==> src/rtl/fsm_cmd_arbiter_if.sv <==
// Requester and datapath bus of the command arbiter.
// master = arbiter side, slave = requesters plus datapath.
interface fsm_cmd_arbiter_if #(
    parameter int NREQ  = 4,
    parameter int CMD_W = 3
);
    logic [NREQ-1:0]       req;
    logic [NREQ*CMD_W-1:0] cmd;
    logic [NREQ-1:0]       gnt;
    logic                  dp_valid;
    logic [CMD_W-1:0]      dp_cmd;
    logic                  dp_ready;
    logic                  dp_done;
    logic [CMD_W-1:0]      dp_result;
    logic [NREQ-1:0]       rsp_valid;
    logic [CMD_W-1:0]      rsp_data;

    modport master (
        input  req, cmd, dp_ready, dp_done, dp_result,
        output gnt, dp_valid, dp_cmd, rsp_valid, rsp_data
    );

    modport slave (
        output req, cmd, dp_ready, dp_done, dp_result,
        input  gnt, dp_valid, dp_cmd, rsp_valid, rsp_data
    );
endinterface

==> src/rtl/fsm_cmd_arbiter.sv <==
// Round-robin arbiter sequencing NREQ requesters onto one command datapath.
// Define FSM_ARB_TIMEOUT_EN to bound the WAIT state to TIMEOUT cycles.
module fsm_cmd_arbiter #(
    parameter int NREQ    = 4,
    parameter int CMD_W   = 3,
    parameter int TIMEOUT = 15
) (
    input  logic               clk,
    input  logic               rst_n,
    fsm_cmd_arbiter_if.master  bus,
    output logic               fsm_err,
    output logic               tmo
);
    localparam int PW = (NREQ > 1) ? $clog2(NREQ) : 1;

    if (NREQ < 2 || NREQ > 8 || CMD_W < 1 || TIMEOUT < 1) begin : g_param_chk
        $error("fsm_cmd_arbiter: parameter out of range");
    end

    typedef enum logic [2:0] {
        IDLE  = 3'b000,
        ISSUE = 3'b001,
        WAIT  = 3'b010,
        RESP  = 3'b011
    } state_e;

    // Kept as a raw vector so the illegal codes 100..111 remain representable.
    logic [2:0]       state_q, state_d;
    logic [NREQ-1:0]  gnt_q, gnt_d;
    logic [NREQ-1:0]  rsp_valid_q, rsp_valid_d;
    logic [PW-1:0]    ptr_q, ptr_d;
    logic [CMD_W-1:0] cmd_q, cmd_d;
    logic [CMD_W-1:0] rsp_data_q, rsp_data_d;
    logic             dp_valid_q, dp_valid_d;
    logic             fsm_err_q, fsm_err_d;

`ifdef FSM_ARB_TIMEOUT_EN
    localparam int CW = $clog2(TIMEOUT + 1);
    logic [CW-1:0] cnt_q, cnt_d;
    logic          tmo_q, tmo_d;
`endif

    // Round-robin search starts one past the last winner.
    logic          found;
    logic [PW-1:0] win_idx;
    logic [PW-1:0] idx;
    logic [CMD_W-1:0] cmd_sel;

    always_comb begin
        found   = 1'b0;
        win_idx = ptr_q;
        idx     = '0;
        for (int k = 1; k <= NREQ; k++) begin
            idx = PW'((int'(ptr_q) + k) % NREQ);
            if (!found && bus.req[idx]) begin
                found   = 1'b1;
                win_idx = idx;
            end
        end
    end

    always_comb begin
        cmd_sel = '0;
        for (int i = 0; i < NREQ; i++) begin
            if (win_idx == PW'(i)) cmd_sel = bus.cmd[i*CMD_W +: CMD_W];
        end
    end

    always_comb begin
        state_d     = state_q;
        gnt_d       = gnt_q;
        ptr_d       = ptr_q;
        cmd_d       = cmd_q;
        dp_valid_d  = dp_valid_q;
        rsp_valid_d = '0;
        rsp_data_d  = rsp_data_q;
        fsm_err_d   = 1'b0;
`ifdef FSM_ARB_TIMEOUT_EN
        cnt_d       = cnt_q;
        tmo_d       = 1'b0;
`endif
        case (state_q)
            IDLE: begin
                gnt_d = '0;
                if (found) begin
                    state_d    = ISSUE;
                    gnt_d      = NREQ'(1) << win_idx;
                    cmd_d      = cmd_sel;
                    ptr_d      = win_idx;
                    dp_valid_d = 1'b1;
                end
            end
            ISSUE: begin
                // A handshake beats a simultaneous request drop.
                if (bus.dp_ready) begin
                    state_d    = WAIT;
                    dp_valid_d = 1'b0;
`ifdef FSM_ARB_TIMEOUT_EN
                    cnt_d      = '0;
`endif
                end else if (!bus.req[ptr_q]) begin
                    state_d    = IDLE;
                    gnt_d      = '0;
                    dp_valid_d = 1'b0;
                end
            end
            WAIT: begin
                if (bus.dp_done) begin
                    state_d     = RESP;
                    rsp_data_d  = bus.dp_result;
                    rsp_valid_d = gnt_q;
                end
`ifdef FSM_ARB_TIMEOUT_EN
                else if (cnt_q == CW'(TIMEOUT - 1)) begin
                    state_d     = RESP;
                    rsp_data_d  = '1;
                    rsp_valid_d = gnt_q;
                    tmo_d       = 1'b1;
                end else begin
                    cnt_d = cnt_q + 1'b1;
                end
`endif
            end
            RESP: begin
                state_d = IDLE;
                gnt_d   = '0;
            end
            default: begin
                state_d    = IDLE;
                gnt_d      = '0;
                dp_valid_d = 1'b0;
                fsm_err_d  = 1'b1;
            end
        endcase
    end

    always_ff @(posedge clk or negedge rst_n) begin
        if (!rst_n) begin
            state_q     <= IDLE;
            gnt_q       <= '0;
            ptr_q       <= PW'(NREQ - 1);
            cmd_q       <= '0;
            dp_valid_q  <= 1'b0;
            rsp_valid_q <= '0;
            rsp_data_q  <= '0;
            fsm_err_q   <= 1'b0;
`ifdef FSM_ARB_TIMEOUT_EN
            cnt_q       <= '0;
            tmo_q       <= 1'b0;
`endif
        end else begin
            state_q     <= state_d;
            gnt_q       <= gnt_d;
            ptr_q       <= ptr_d;
            cmd_q       <= cmd_d;
            dp_valid_q  <= dp_valid_d;
            rsp_valid_q <= rsp_valid_d;
            rsp_data_q  <= rsp_data_d;
            fsm_err_q   <= fsm_err_d;
`ifdef FSM_ARB_TIMEOUT_EN
            cnt_q       <= cnt_d;
            tmo_q       <= tmo_d;
`endif
        end
    end

    assign bus.gnt       = gnt_q;
    assign bus.dp_valid  = dp_valid_q;
    assign bus.dp_cmd    = cmd_q;
    assign bus.rsp_valid = rsp_valid_q;
    assign bus.rsp_data  = rsp_data_q;
    assign fsm_err       = fsm_err_q;
`ifdef FSM_ARB_TIMEOUT_EN
    assign tmo = tmo_q;
`else
    assign tmo = 1'b0;
`endif
endmodule

==> src/flat_wrapper.sv <==
// flat-port wrapper written by rule: the top's interface ports become plain ports
module fsm_cmd_arbiter_flat 
#(
    parameter int NREQ    = 4,
    parameter int CMD_W   = 3,
    parameter int TIMEOUT = 15
)
  (clk, rst_n, fsm_err, tmo, bus_req, bus_cmd, bus_dp_ready, bus_dp_done, bus_dp_result, bus_gnt, bus_dp_valid, bus_dp_cmd, bus_rsp_valid, bus_rsp_data);
  fsm_cmd_arbiter_if #(.NREQ(NREQ), .CMD_W(CMD_W)) bus_i ();
  input  logic clk;
  input  logic rst_n;
  output logic fsm_err;
  output logic tmo;
  input wire logic [$bits(bus_i.req)-1:0] bus_req;
  input wire logic [$bits(bus_i.cmd)-1:0] bus_cmd;
  input wire logic [$bits(bus_i.dp_ready)-1:0] bus_dp_ready;
  input wire logic [$bits(bus_i.dp_done)-1:0] bus_dp_done;
  input wire logic [$bits(bus_i.dp_result)-1:0] bus_dp_result;
  output wire logic [$bits(bus_i.gnt)-1:0] bus_gnt;
  output wire logic [$bits(bus_i.dp_valid)-1:0] bus_dp_valid;
  output wire logic [$bits(bus_i.dp_cmd)-1:0] bus_dp_cmd;
  output wire logic [$bits(bus_i.rsp_valid)-1:0] bus_rsp_valid;
  output wire logic [$bits(bus_i.rsp_data)-1:0] bus_rsp_data;
  assign bus_i.req = bus_req;
  assign bus_i.cmd = bus_cmd;
  assign bus_i.dp_ready = bus_dp_ready;
  assign bus_i.dp_done = bus_dp_done;
  assign bus_i.dp_result = bus_dp_result;
  assign bus_gnt = bus_i.gnt;
  assign bus_dp_valid = bus_i.dp_valid;
  assign bus_dp_cmd = bus_i.dp_cmd;
  assign bus_rsp_valid = bus_i.rsp_valid;
  assign bus_rsp_data = bus_i.rsp_data;
  fsm_cmd_arbiter #(.NREQ(NREQ), .CMD_W(CMD_W), .TIMEOUT(TIMEOUT)) u_core (.clk(clk), .rst_n(rst_n), .bus(bus_i), .fsm_err(fsm_err), .tmo(tmo));
endmodule
==> config.mk <==
export PLATFORM = sky130hd
export DESIGN_NAME = fsm_cmd_arbiter_flat
export DESIGN_NICKNAME = d
export VERILOG_FILES = /design/src/rtl/fsm_cmd_arbiter_if.sv /design/src/rtl/fsm_cmd_arbiter.sv /design/src/flat_wrapper.sv
export SDC_FILE = /design/constraint.sdc
export NUM_CORES = 1
export LEC_CHECK = 0
export BUFFER_PORTS_ARGS = -buffer_cell sky130_fd_sc_hd__buf_2
export CORE_MARGIN = 2
export CORE_UTILIZATION = 51
export CTS_CLUSTER_DIAMETER = 120
export DETAILED_ROUTE_END_ITERATION = 6
export PLACE_DENSITY = 0.95
export SETUP_SLACK_MARGIN = 0.02
export SLEW_MARGIN = 30
export SYNTH_ARGS = -nofsm -noshare
export SYNTH_HDL_FRONTEND = slang
export SYNTH_SLANG_ARGS = --single-unit
==> constraint.sdc <==
create_clock -name clk -period 2.96 [get_ports clk]
set_input_delay 0.148 -clock clk [delete_from_list [all_inputs] [get_ports clk]]
set_output_delay 0.148 -clock clk [all_outputs]
set_load 0.1 [all_outputs]
==> metrics.txt <==
highest clock rate=~500 MHz; Layout Cells excl Fill=about 170; Tcrit/Tclk final=0.678; drt pass-1 iters=4; antenna cells=0; DRC viols=0; outcome=completed; unrepaired setup endpoints after global routing=false; post-synthesis simple-gate area fraction=0.148; first-pass GRT wire length=3550 µm; Setup crit start=u_core.ptr_q[1]; Buffers on Ports=38; routed vias/inst=approximately 5.3; Startpoint Class=register; HPWL after detailed placement=1610 µm; max_cap viols=0; largest family of logic cells by synthesized area=simple AND/OR/NAND/NOR gates; EDFF count, synth=0; Hold Crit Class=in -> reg; Max FO, Critical Path=10; Root Buffer=clkbuf_4; Compound-Gate Fraction of Synth Area=0.136; total grt overflow=0; XOR/XNOR Fraction of Synth Area=0; final setup TNS=0 ns; FF/Latch Area=roughly 500 µm²; critical path required time=3.15 ns; initial DRC count=28; max_slew headroom=0.650; Worst Tran Pin Value=0.520 ns; Reg clk slew, reported paths=between 0.1 and 0.15 ns; CTS buffer count=3; Total GRT Usage=0.193; Final Max Tran Viols=0; Filler cells=about 170; layout cell share with drive strength beyond 1=0.367; hold path startpoint=bus_dp_result[2]; Mapped Avg Cell Area=between 10 and 15 µm²; #FFs+latches synth=20; starting density of the core=0.532; Final Hold Vio Count=0; origin of the critical flop-to-flop path=u_core.ptr_q[1]; H-tree Lvls=1; gpl congestion=0.725; nets@finish=167; die height=around 49 µm; met3 Usage GRT=0.0337; count leader, synth=dfrtp_1; main flop type after synthesis=dfrtp_1; area leader, netlist=dfrtp_1; Layout area overhead=25.5%; Die ar.=0.00240 mm²; maximum number of pins on one net before global-route repair=21; Period minus WS final=~2 ns; Cells after Synth=99; Antenna Violating Nets Remaining=0; finished layout cell area=0.00130 mm²; post-synthesis cell area=slightly above 0.001 mm²; # IOs=40; clk buf depth=2; post-synthesis sequential area ratio=0.487; Synth area leaders=dfrtp_1 44%, mux2i_1 5.8%, dfstp_2 5.1%; vias in the first global route=just over 800; final WL=2110 µm; Rows=16; initial antenna violation count=0; Placed Cells=about 160; M2 GR Usage=0.340; most used routing layer=met2; latest clock arrival within the worst-skew pair=~0.31 ns; CTS tree=yes; Routed WL per cell=~13 µm; Layout Utilization=0.668; critical path class=reg -> reg; asr flop ratio synth=1.00; Placed Area=between 0.001 and 0.0015 mm²; Yosys cell types=30; # setup viols final=0; footprint of the multi-input gates=482 µm²; commonest cells in the netlist=18 x dfrtp_1, 13 x nand2_1, 8 x a21oi_1, 6 x mux2i_1, 5 x inv_1; Critical Path AT=about 2.2 ns; skew final=just over 0.005 ns; core box area=just under 0.002 mm²; CTS Sinks=20; synth warn=0; vias=around 880; multiplexer area fraction after synthesis=0.127; Post-Synth Adder-Cell Area=0.0484; crit end category=register; GR Util met1=0.225; die width=between 40 and 50 µm; share of the synthesized area in the top cell type=0.436
==> layer usage <==
layer,up-vias,share of wire
met5,-,0
met4,0,0.021
met3,5,0.052
met2,33,0.50
met1,416,0.42
li1,428,-
==> critical path: stages (launching register included) <==
cell,delay [ns]
dfstp_2,0.64
mux2_4,0.32
a222oi_1,0.34
buf_4,0.25
mux2i_1,0.20
o221ai_1,0.13
==> what timing repair did <==
item,4_1_cts,5_1_grt
buffers inserted,0,0
gates resized for setup,0,0
endpoints found under the hold margin,18,0
hold buffers,1,0
==> worst paths after layout <==
kind | end | slack (ns) | cells after the start
min in group asynchronous | u_core.bus.rsp_valid[0] | 0.29 | 2
max | u_core.bus.dp_cmd[1] | 0.95 | 5
max in group asynchronous | u_core.ptr_q[1] | 2.33 | 2
min reg2reg | u_core.bus.dp_cmd[2] | 0.51 | 2
min | u_core.bus.rsp_data[2] | 0.06 | 2
max reg2reg | u_core.bus.dp_cmd[1] | 0.95 | 5
==> cell usage in the layout (no fill, tap or decap), types with 4 or more instances in the layout <==
| master | n |
|---|---|
| inv_1 | 5 |
| mux2i_1 | 6 |
| ha_1 | 4 |
| o31ai_1 | 4 |
| nand2_1 | 13 |
| a21oi_1 | 8 |
| buf_2 | 38 |
| dfrtp_1 | 18 |
| and3_1 | 4 |
| nand2b_1 | 4 |
==> kinds of logic (layout without fill, tap and decap cells) <==
kind of cell    count (synthesis)  count (layout)
compound gates                 22              22
mux                            11              11
simple gates                   31              31
flops                          20              20
fa+ha+maj                       4               4
other cells                     1               2
buf+inv                        10              49
==> flip-flops by register name (all words and copies together), names as in the netlist <==
name,count
u_core.bus.dp_valid,1
u_core.bus.rsp_valid,4
u_core.bus.gnt,4
u_core.bus.rsp_data,3
u_core.fsm_err,1
u_core.bus.dp_cmd,3
u_core.ptr_q,2
u_core.state_q,2
==> cell type report <==
class	instances	area share
clock inverter	1	0.0231
clock buffer	3	0.0174
tap	27	0.0260
inverter	5	0.0145
multi-input combinational	70	0.371
timing repair buffer	40	0.160
sequential	20	0.388
==> through the flow <==
| step | setup slack (ns) | hold slack [ns] |
|---|---|---|
| 2_1_floorplan | 1.08 | -0.148 |
| 3_3_place_gp | 1.04 | 0.103 |
| 3_5_place_dp | 0.969 | 0.116 |
| 4_1_cts | 0.960 | 0.0528 |
| 5_1_grt | 0.783 | 0.0469 |
| 6_report | 0.953 | 0.0571 |
Power is left out: the tool's default activity adds up to more than one toggle a clock period on the data nets, which glitch-free logic cannot reach.
